### src/rtl/fp_pkg.sv
// Shared fixed-point helpers: width derivations, clog2 and the block accumulator FSM states.
package fp_pkg;

    // Ceiling log2; clog2(1) == 0.
    function automatic int clog2(input int value);
        int result;
        int v;
        result = 0;
        v = value - 1;
        while (v > 0) begin
            result = result + 1;
            v = v >> 1;
        end
        return result;
    endfunction

    // Integer bits of a format S(nb, nbf).
    function automatic int nbi(input int nb, input int nbf);
        return nb - nbf;
    endfunction

    // LSBs discarded when moving from nbf_in to nbf_out fractional bits.
    function automatic int round_drop(input int nbf_in, input int nbf_out);
        return (nbf_in > nbf_out) ? (nbf_in - nbf_out) : 0;
    endfunction

    // Default datapath formats shared by the adder and downstream stages.
    localparam int NB_IN_DEF   = 9;
    localparam int NBF_IN_DEF  = 8;
    localparam int NB_OUT_DEF  = 8;
    localparam int NBF_OUT_DEF = 6;
    localparam int NBI_IN_DEF  = NB_IN_DEF - NBF_IN_DEF;
    localparam int NBI_OUT_DEF = NB_OUT_DEF - NBF_OUT_DEF;

    typedef enum logic {
        ST_ACC  = 1'b0,
        ST_DONE = 1'b1
    } acc_state_t;

endpackage

### src/rtl/fp_round_sat.sv
// Combinational round-half-up and saturate from S(NB_IN_RS,NBF_IN_RS) to S(NB_OUT,NBF_OUT).
module fp_round_sat
    import fp_pkg::*;
#(
    parameter int NB_IN_RS  = 12,
    parameter int NBF_IN_RS = 8,
    parameter int NB_OUT    = 8,
    parameter int NBF_OUT   = 6
) (
    input  logic [NB_IN_RS-1:0] data_in,
    output logic [NB_OUT-1:0]   data_out,
    output logic                sat
);

    localparam int DROP   = round_drop(NBF_IN_RS, NBF_OUT);
    localparam int NB_RND = (DROP > 0) ? (NB_IN_RS + 1 - DROP) : NB_IN_RS;

    logic [NB_RND-1:0] rnd;

    generate
        if (DROP > 0) begin : g_round
            localparam logic [NB_IN_RS:0] HALF = {{NB_IN_RS{1'b0}}, 1'b1} << (DROP - 1);
            logic [NB_IN_RS:0] ext;
            // One guard bit keeps the +half from wrapping at the positive limit.
            assign ext = {data_in[NB_IN_RS-1], data_in} + HALF;
            assign rnd = ext[NB_IN_RS:DROP];
        end else begin : g_no_round
            assign rnd = data_in;
        end
    endgenerate

    generate
        if (NB_RND > NB_OUT) begin : g_sat
            logic [NB_RND-NB_OUT:0] top;
            logic                   fits;
            assign top  = rnd[NB_RND-1:NB_OUT-1];
            assign fits = (&top) | ~(|top);
            assign sat  = ~fits;
            always_comb begin
                data_out = rnd[NB_OUT-1:0];
                if (!fits) begin
                    data_out = rnd[NB_RND-1] ? {1'b1, {(NB_OUT-1){1'b0}}}
                                             : {1'b0, {(NB_OUT-1){1'b1}}};
                end
            end
        end else if (NB_RND == NB_OUT) begin : g_exact
            assign sat      = 1'b0;
            assign data_out = rnd;
        end else begin : g_widen
            assign sat      = 1'b0;
            assign data_out = {{(NB_OUT-NB_RND){rnd[NB_RND-1]}}, rnd};
        end
    endgenerate

endmodule

### src/rtl/fp_block_acc.sv
// Block accumulator: sums 2^LOG2_N signed samples, then presents full-resolution and
// rounded/saturated results on a valid/ready output port.
module fp_block_acc
    import fp_pkg::*;
#(
    parameter int NB_IN   = 9,
    parameter int NBF_IN  = 8,
    parameter int LOG2_N  = 3,
    parameter int NB_OUT  = 8,
    parameter int NBF_OUT = 6
) (
    input  logic                    i_clock,
    input  logic                    i_reset,
    input  logic [NB_IN-1:0]        i_data,
    input  logic                    i_valid,
    output logic                    o_ready,
    output logic [NB_IN+LOG2_N-1:0] o_acc_fr,
    output logic [NB_OUT-1:0]       o_acc_rs,
    output logic                    o_sat,
    output logic                    o_valid,
    input  logic                    i_ready
);

    localparam int NB_ACC  = NB_IN + LOG2_N;
    localparam int NBF_ACC = NBF_IN;

    acc_state_t          state, state_next;
    logic [NB_ACC-1:0]   acc, acc_next;
    logic [LOG2_N-1:0]   cnt, cnt_next;
    logic [NB_ACC-1:0]   sum;
    logic [NB_OUT-1:0]   rs_value;
    logic                rs_sat;
    logic                accept;
    logic                load;

    assign sum     = acc + {{LOG2_N{i_data[NB_IN-1]}}, i_data};
    assign o_ready = (state == ST_ACC);
    assign o_valid = (state == ST_DONE);
    assign accept  = i_valid & o_ready;

    fp_round_sat #(
        .NB_IN_RS  (NB_ACC),
        .NBF_IN_RS (NBF_ACC),
        .NB_OUT    (NB_OUT),
        .NBF_OUT   (NBF_OUT)
    ) u_round_sat (
        .data_in  (sum),
        .data_out (rs_value),
        .sat      (rs_sat)
    );

    always_comb begin
        state_next = state;
        acc_next   = acc;
        cnt_next   = cnt;
        load       = 1'b0;
        unique case (state)
            ST_ACC: begin
                if (accept) begin
                    if (&cnt) begin
                        // Last sample of the block goes straight into the result.
                        acc_next   = '0;
                        cnt_next   = '0;
                        load       = 1'b1;
                        state_next = ST_DONE;
                    end else begin
                        acc_next = sum;
                        cnt_next = cnt + 1'b1;
                    end
                end
            end
            ST_DONE: begin
                if (i_ready) begin
                    state_next = ST_ACC;
                end
            end
            default: state_next = ST_ACC;
        endcase
    end

    always_ff @(posedge i_clock) begin
        if (i_reset) begin
            state    <= ST_ACC;
            acc      <= '0;
            cnt      <= '0;
            o_acc_fr <= '0;
            o_acc_rs <= '0;
            o_sat    <= 1'b0;
        end else begin
            state <= state_next;
            acc   <= acc_next;
            cnt   <= cnt_next;
            if (load) begin
                o_acc_fr <= sum;
                o_acc_rs <= rs_value;
                o_sat    <= rs_sat;
            end
        end
    end

endmodule

### config.mk
export PLATFORM = sky130hd
export DESIGN_NAME = fp_block_acc
export DESIGN_NICKNAME = d
export VERILOG_FILES = /design/src/rtl/fp_pkg.sv /design/src/rtl/fp_round_sat.sv /design/src/rtl/fp_block_acc.sv
export SDC_FILE = /design/constraint.sdc
export NUM_CORES = 1
export LEC_CHECK = 0
export BUFFER_PORTS_ARGS = -buffer_cell sky130_fd_sc_hd__buf_4
export CORE_MARGIN = 1.5
export CORE_UTILIZATION = 40
export DETAILED_ROUTE_END_ITERATION = 10
export GPL_ROUTABILITY_DRIVEN = 0
export SKIP_LAST_GASP = 1
export SLEW_MARGIN = 20
export SYNTH_ARGS = -nofsm -noshare
export SYNTH_HDL_FRONTEND = slang
export SYNTH_SLANG_ARGS = --single-unit
### constraint.sdc
create_clock -name i_clock -period 5 [get_ports i_clock]
set_input_delay 0.5 -clock i_clock [delete_from_list [all_inputs] [get_ports i_clock]]
set_output_delay 0.5 -clock i_clock [all_outputs]
set_load 0.05 [all_outputs]
==> impl_metrics.py, run 1 <==
metrics = {
    "final_layout": {
        "fillCellCount": 535,
        "nNetsFinal": 317,
        "num_antenna_cells": 0,
        "final_cells": 362,
        "register_area_sq_um": 741,
        "layout_commonest_cell": "dfxtp_1",
        "syn2layout_area_growth_pct": 18.5,
        "most-common-layout-cells": "dfxtp_1 (37), nor2_1 (36), buf_4 (35)",
        "drive_gt1_share_pct": 21.7,
        "multiInputGateArea_sq_um": 1440,
    },
    "floorplanning": {
        "num_io_pins": 36,
        "die_width_microns": 78.4,
        "row_count": 27,
        "die_h_microns": 78.4,
        "die_area_sq_um": 6140,
        "coreArea_sq_um": 5510,
        "start_util_pct": 41.3,
    },
    "power": {
        "power_frac_seq_pct": 33.9,
        "switching_share_pct": 33.4,
        "power.switching_uw": 311,
        "peakVddDrop_mv": 0.143,
        "p_leak_uw": 0.00110,
        "power_frac_comb_pct": 32.3,
        "intPower_uw": 621,
        "powerDensity_nw_per_um2": 346,
        "pwr-share-clk_pct": 33.9,
    },
    "synth": {
        "syn_area_per_cell_sq_um": 8.77,
        "synth_flop_cell": "dfxtp_1",
        "postSynth.asyncResetShare_pct": 0,
        "synth_top_cell_area_share_pct": 32.6,
        "syn-num-nets": 287,
        "synth_area_leader_cell": "dfxtp_1",
        "synth_area_leaders": "dfxtp_1 (33%), ha_1 (7.7%), nor2_1 (5.9%)",
        "synth_cell_types": 55,
        "synth_edf_count": 0,
        "ys_seq_elements": 37,
        "ys_warn_count": 0,
        "synth_seq_area_share_pct": 32.6,
        "syn_area_sq_um": 2270,
        "synthesis.instances": 259,
    },
    "setup_path": {
        "crit_fanout": 7,
        "cp-start-kind": "flip-flop",
        "max_stage_delay_ns": 0.50,
        "cp-end-kind": "flip-flop",
        "path_cells": "ha_1 > inv_1 > fa_1 > nor2b_4 > o22ai_1 > xnor2_1 > nand4_2 > nor4_1 > mux2i_1 > nand3_2 > and3_1 > a221o_1",
        "crit_required_ns": 5.18,
        "crit_buf_inv": 1,
        "crit_type": "flip-flop to flip-flop",
        "crit_family": "simple AND/OR/NAND/NOR gates",
        "arrival_ns": 3.65,
        "slowest_stage": "xnor2_1",
    },
    "cts": {
        "cts_buffers": 5,
        "cts.sinks": 37,
        "htreeDepth": 2,
        "clk_latency_ns": 0.29,
        "cts_hold_buf": 0,
        "cts_tree": "done",
        "cts_root_buf": "clkbuf_8",
        "clk_pin_slew_ns": 0.08,
        "cts_setup_buffers": 0,
        "clk_path_buf_depth": 2,
        "ctsResizeCount": 0,
    },
    "sta": {
        "fmax_mhz": 288,
        "relSlewSlack_pct": 50.5,
        "setup_ws_ns": 1.53,
        "finalSetupViolations": 0,
        "hold_viol_final": 0,
        "period_share_pct": 69.4,
        "slew_violations": 0,
        "skew_ns": 0.00488,
        "rsz0062_at_grt": "no",
        "tightest_slew_ns": 0.741,
        "tns_ns": 0,
        "period_needed_ns": 3.47,
    },
    "global_route": {
        "track_usage_pct": 17.9,
        "grt_pass1_wl_mm": 8.73,
        "grt_max_degree": 34,
        "grt.met3_usage_pct": 3.84,
        "grt_pass1_vias": 1796,
        "globalRouteOverflowTotal": 0,
        "met1_usage_pct": 25.1,
        "busiest_layer": "met2",
        "antenna_found_initial": 0,
        "grt_util_met2_pct": 28.3,
    },
    "placement": {
        "port_buffers": 35,
        "hpwl_mm": 3.87,
        "dp_slack_ns": 1.33,
        "placed_cells": 354,
    },
    "drt": {
        "ant_nets": 0,
        "routed_via_density": 5.32,
        "drt_first_pass_iters": 4,
        "wirelength_mm": 5.18,
        "wl_per_cell_microns": 14.3,
        "num_vias": 1925,
        "first_iter_violations": 81,
        "drc": 0,
    },
    "status": {
        "outcome": "finished, final reports clean",
    },
    "hold_path": {
        "hp-class": "flip-flop to flip-flop",
    },
    "flow_run": {
        "maxCapViolCount": 0,
    },
}
-- power groups by stage --
stage	clock, uW	sequential, uW	combinational [uW]
after global placement	0	322	300
final	315	315	300
after CTS	325	316	302
after detailed placement	0	322	301
after global routing	341	317	332
after floorplan	0	320	241
-- sequential cells by signal, indices dropped and copies added, names as in the netlist --
name and flops:
acc 12, o_acc_fr 12, o_acc_rs 8, cnt 3, o_sat 1, o_valid 1
-- cells by family (layout without fill, tap and decap cells) --
logic type	count (synthesis)	after routing	synth area share (%)
adder cells (fa/ha/maj)	15	15	8.59
XOR/XNOR	18	18	8.43
flip-flops	37	37	32.6
multiplexers	3	3	1.32
AND/OR/NAND/NOR	101	101	22.8
AO/OA/AOI/OAI	66	66	22.0
buffers and inverters	19	50	4.24
-- cells in the mapped netlist (2+ instances only) --
cell	n
a211oi_1	5
a211oi_2	2
a21o_1	3
a21oi_1	23
a221o_1	6
a22oi_1	7
and2_1	2
and3_1	3
buf_6	2
clkbuf_1	9
dfxtp_1	37
ha_1	14
inv_1	7
mux2i_1	3
nand2_1	29
nand2b_1	2
nand3_1	4
nand4_1	2
nor2_1	36
nor3_1	5
nor3_2	3
nor4_1	2
o2111ai_1	2
o211ai_1	2
o21ai_0	3
o31ai_1	2
or2_2	2
xnor2_1	7
xor2_1	8
xor2_2	2
-- metrics by stage --
step	instance area (sq um)	hold slack (ns)	total power, uW	util, %
after floorplan	2270	0.436	562	-
after global placement	2550	0.437	622	46.4
after detailed placement	2550	0.437	623	46.4
after CTS	2690	0.449	942	48.9
after global routing	2690	0.478	991	48.9
final	2690	0.445	931	48.9
-- layer usage --
layer,routed length [microns],share of wire (%)
met1,2520,49
met5,0,0
met2,2420,47
met3,196,3.8
met4,46,0.89
-- worst paths after layout --
| check | start | to | slack, ns | depth (start not counted) |
|---|---|---|---|---|
| setup reg to reg | acc[0]$_SDFFE_PP0P_ | o_acc_rs[1]$_SDFFE_PP0P_ | 1.53 | 12 |
| hold / removal | o_sat$_SDFFE_PP0P_ | o_sat$_SDFFE_PP0P_ | 0.45 | 2 |
| setup / recovery | acc[0]$_SDFFE_PP0P_ | o_acc_rs[1]$_SDFFE_PP0P_ | 1.53 | 12 |
| hold reg to reg | o_sat$_SDFFE_PP0P_ | o_sat$_SDFFE_PP0P_ | 0.45 | 2 |
-- layout make-up --
class                           instances  area share, %
Timing Repair Buffer                   35           9.76
Multi-Input combinational cell        203           53.3
Inverter                                7          0.976
Clock buffer                            5           2.56
Tap cell                               72           3.35
Clock inverter                          3           2.56
Sequential cell                        37           27.5
-- worst reg2reg max path: cells and delay by family, from the launching register on --
kind,cells,cell delay (ns)
simple gates,5,1.15
xor+xnor,1,0.50
fa+ha+maj,2,0.62
compound gates,2,0.38
flops,1,0.33
mux,1,0.31
buf+inv,1,0.06
(Power assumes the default switching activity.)
==> run 2, diff against run 1 <==
==> constraint.sdc (replaced) <==
create_clock -name i_clock -period 3 [get_ports i_clock]
set_input_delay 0.3 -clock i_clock [delete_from_list [all_inputs] [get_ports i_clock]]
set_output_delay 0.3 -clock i_clock [all_outputs]
set_load 0.05 [all_outputs]
==> run 2 against run 1 <==
Net effect:
- clock skew increased by 0.0016 ns
- power up 77%
- combinational power rose to 2.6 times the previous value
- global-route usage up 1.6 points
- clock power is 11% higher
- sequential cell count unchanged
- critical endpoint is now o_acc_rs[6]$_SDFFE_PP0P_
- highest routed layer unchanged
==> impl_metrics.py, run 2 (synthesized netlist as in run 1, its figures left out) <==
metrics = {
    "status": {
        "outcome": "finished, final reports clean",
    },
    "setup_path": {
        "arrival_ns": 3.11,
        "crit_family": "compound AO/OA/AOI/OAI gates",
        "path_cells": "ha_4 > inv_2 > fa_2 > nor2b_4 > o2111a_2 > nor4_4 > xor2_2 > buf_4 > nor3_4 > and4b_4 > a211oi_4 > o21ai_4 > a221o_1",
        "reg2reg_slack_ns": 0.08,
        "max_stage_delay_ns": 0.34,
        "ff2ff_path_depth": 13,
        "slowest_stage": "dfxtp_2",
        "r2r_start": "acc[0]$_SDFFE_PP0P_",
        "cp-start-kind": "flip-flop",
        "crit_buf_inv": 2,
        "cp-end-kind": "flip-flop",
        "crit-reg2reg-capture": "o_acc_rs[6]$_SDFFE_PP0P_",
        "endpoint": "o_acc_rs[6]$_SDFFE_PP0P_",
        "crit_fanout": 6,
        "crit_type": "flip-flop to flip-flop",
        "crit_required_ns": 3.19,
        "startpoint": "acc[0]$_SDFFE_PP0P_",
        "crit_cells": 13,
    },
    "placement": {
        "dp_slack_ns": -0.130,
        "hpwl_mm": 4.21,
        "port_buffers": 35,
    },
    "global_route": {
        "antenna_found_initial": 0,
        "grt_pass1_wl_mm": 9.41,
        "grt_pass1_vias": 1996,
        "grt_max_degree": 34,
        "track_usage_pct": 19.5,
        "globalRouteOverflowTotal": 0,
    },
    "drt": {
        "drc": 0,
        "wl_per_cell_microns": 13.9,
        "first_iter_violations": 64,
        "ant_nets": 0,
        "wirelength_mm": 5.63,
        "num_vias": 2082,
        "routed_via_density": 5.13,
        "drt_first_pass_iters": 6,
    },
    "sta": {
        "rsz0062_at_grt": "yes",
        "period_share_pct": 97.5,
        "period_needed_ns": 2.92,
        "skew_ns": 0.00646,
        "relSlewSlack_pct": 60.0,
        "fmax_mhz": 342,
        "hold_viol_final": 0,
        "finalSetupViolations": 0,
        "whs_ns": 0.261,
        "slew_violations": 0,
        "setup_ws_ns": 0.0760,
        "tightest_slew_ns": 0.597,
    },
    "final_layout": {
        "layout_commonest_cell": "buf_4",
        "nNetsFinal": 361,
        "most-common-layout-cells": "buf_4 (79), nor2_1 (36), dfxtp_1 (36)",
        "syn2layout_area_growth_pct": 36.2,
        "largest_registers": "acc: 12 flops, o_acc_fr: 12 flops, o_acc_rs: 8 flops",
        "drive_gt1_share_pct": 36.2,
        "num_antenna_cells": 0,
    },
    "hold_path": {
        "hp-class": "primary input to flip-flop",
    },
    "power": {
        "powerDensity_nw_per_um2": 533,
        "peakVddDrop_mv": 0.221,
        "p_leak_uw": 0.00131,
    },
    "cts": {
        "cts_tree": "done",
        "clk_latency_ns": 0.30,
        "cts_buffers": 5,
        "cts.sinks": 37,
        "htreeDepth": 2,
        "cts_root_buf": "clkbuf_8",
        "clk_pin_slew_ns": 0.08,
        "cts_hold_buf": 0,
        "clk_path_buf_depth": 2,
    },
    "floorplanning": {
        "coreArea_sq_um": 5510,
        "die_h_microns": 78.4,
        "row_count": 27,
        "num_io_pins": 36,
        "die_area_sq_um": 6140,
        "die_width_microns": 78.4,
        "start_util_pct": 41.3,
    },
    "flow_run": {
        "maxCapViolCount": 0,
    },
}
[run 2: stage by stage]
stage | TNS (ns) | utilization, % | total power [uW] | instance area, sq um | cells
floorplan | 0 | - | 940 | 2280 | 259
global placement | -0.287 | 52.0 | 1210 | 2860 | 394
global route | -0.504 | 56.2 | 1750 | 3100 | 406
finish | 0 | 56.2 | 1650 | 3100 | 406
CTS | 0 | 54.5 | 1600 | 3000 | 404
detailed placement | -0.688 | 52.0 | 1210 | 2860 | 394
[run 2: layout make-up]
cell class / count / area, sq um
Timing Repair Buffer: 79 / 593
Clock buffer: 5 / 68.8
Clock inverter: 3 / 17.5
Tap cell: 72 / 90.1
Fill cell: 529 / 2410
Inverter: 7 / 26.3
Multi-Input combinational cell: 203 / 1560
Sequential cell: 37 / 742
[run 2: worst reg2reg max path: stages, from the launching register on]
cell	delay (ns)
dfxtp_2	0.34
ha_4	0.16
inv_2	0.05
fa_2	0.23
nor2b_4	0.05
o2111a_2	0.28
nor4_4	0.31
xor2_2	0.25
buf_4	0.16
nor3_4	0.05
and4b_4	0.21
a211oi_4	0.29
o21ai_4	0.13
a221o_1	0.31
[run 2: how the worst min path moves through the flow]
| stage | start | end | slack (ns) | cells past startpoint |
|---|---|---|---|---|
| detailed placement | o_sat$_SDFFE_PP0P_ | o_sat$_SDFFE_PP0P_ | 0.44 | 2 |
| finish | i_ready | o_valid$_SDFF_PP0_ | 0.26 | 3 |
| floorplan | acc[0]$_SDFFE_PP0P_ | acc[0]$_SDFFE_PP0P_ | 0.44 | 2 |
| CTS | i_ready | o_valid$_SDFF_PP0_ | 0.26 | 3 |
| global route | i_ready | o_valid$_SDFF_PP0_ | 0.27 | 3 |
| global placement | o_sat$_SDFFE_PP0P_ | o_sat$_SDFFE_PP0P_ | 0.44 | 2 |
[run 2: power by group]
| group | total [uW] | internal (uW) | switching, uW |
|---|---|---|---|
| Sequential | 525 | 513 | 12.3 |
| Clock | 350 | 160 | 190 |
| Combinational | 776 | 371 | 405 |
[run 2: per-layer routing]
metal	share of wire, %	up-vias	global-route usage [%]
met4	1.6	0	6.07
met2	47	41	31.7
met3	3.8	13	3.60
met5	0	-	0
li1	-	1086	-
met1	47	942	26.2
[run 2: what timing repair did]
item	4_1_cts	5_1_grt
cloned	0	0
resized for setup	7	14
endpoints found under the hold margin	0	0
endpoints found under the setup margin	7	8
setup buffers	2	2
pin swaps	4	21
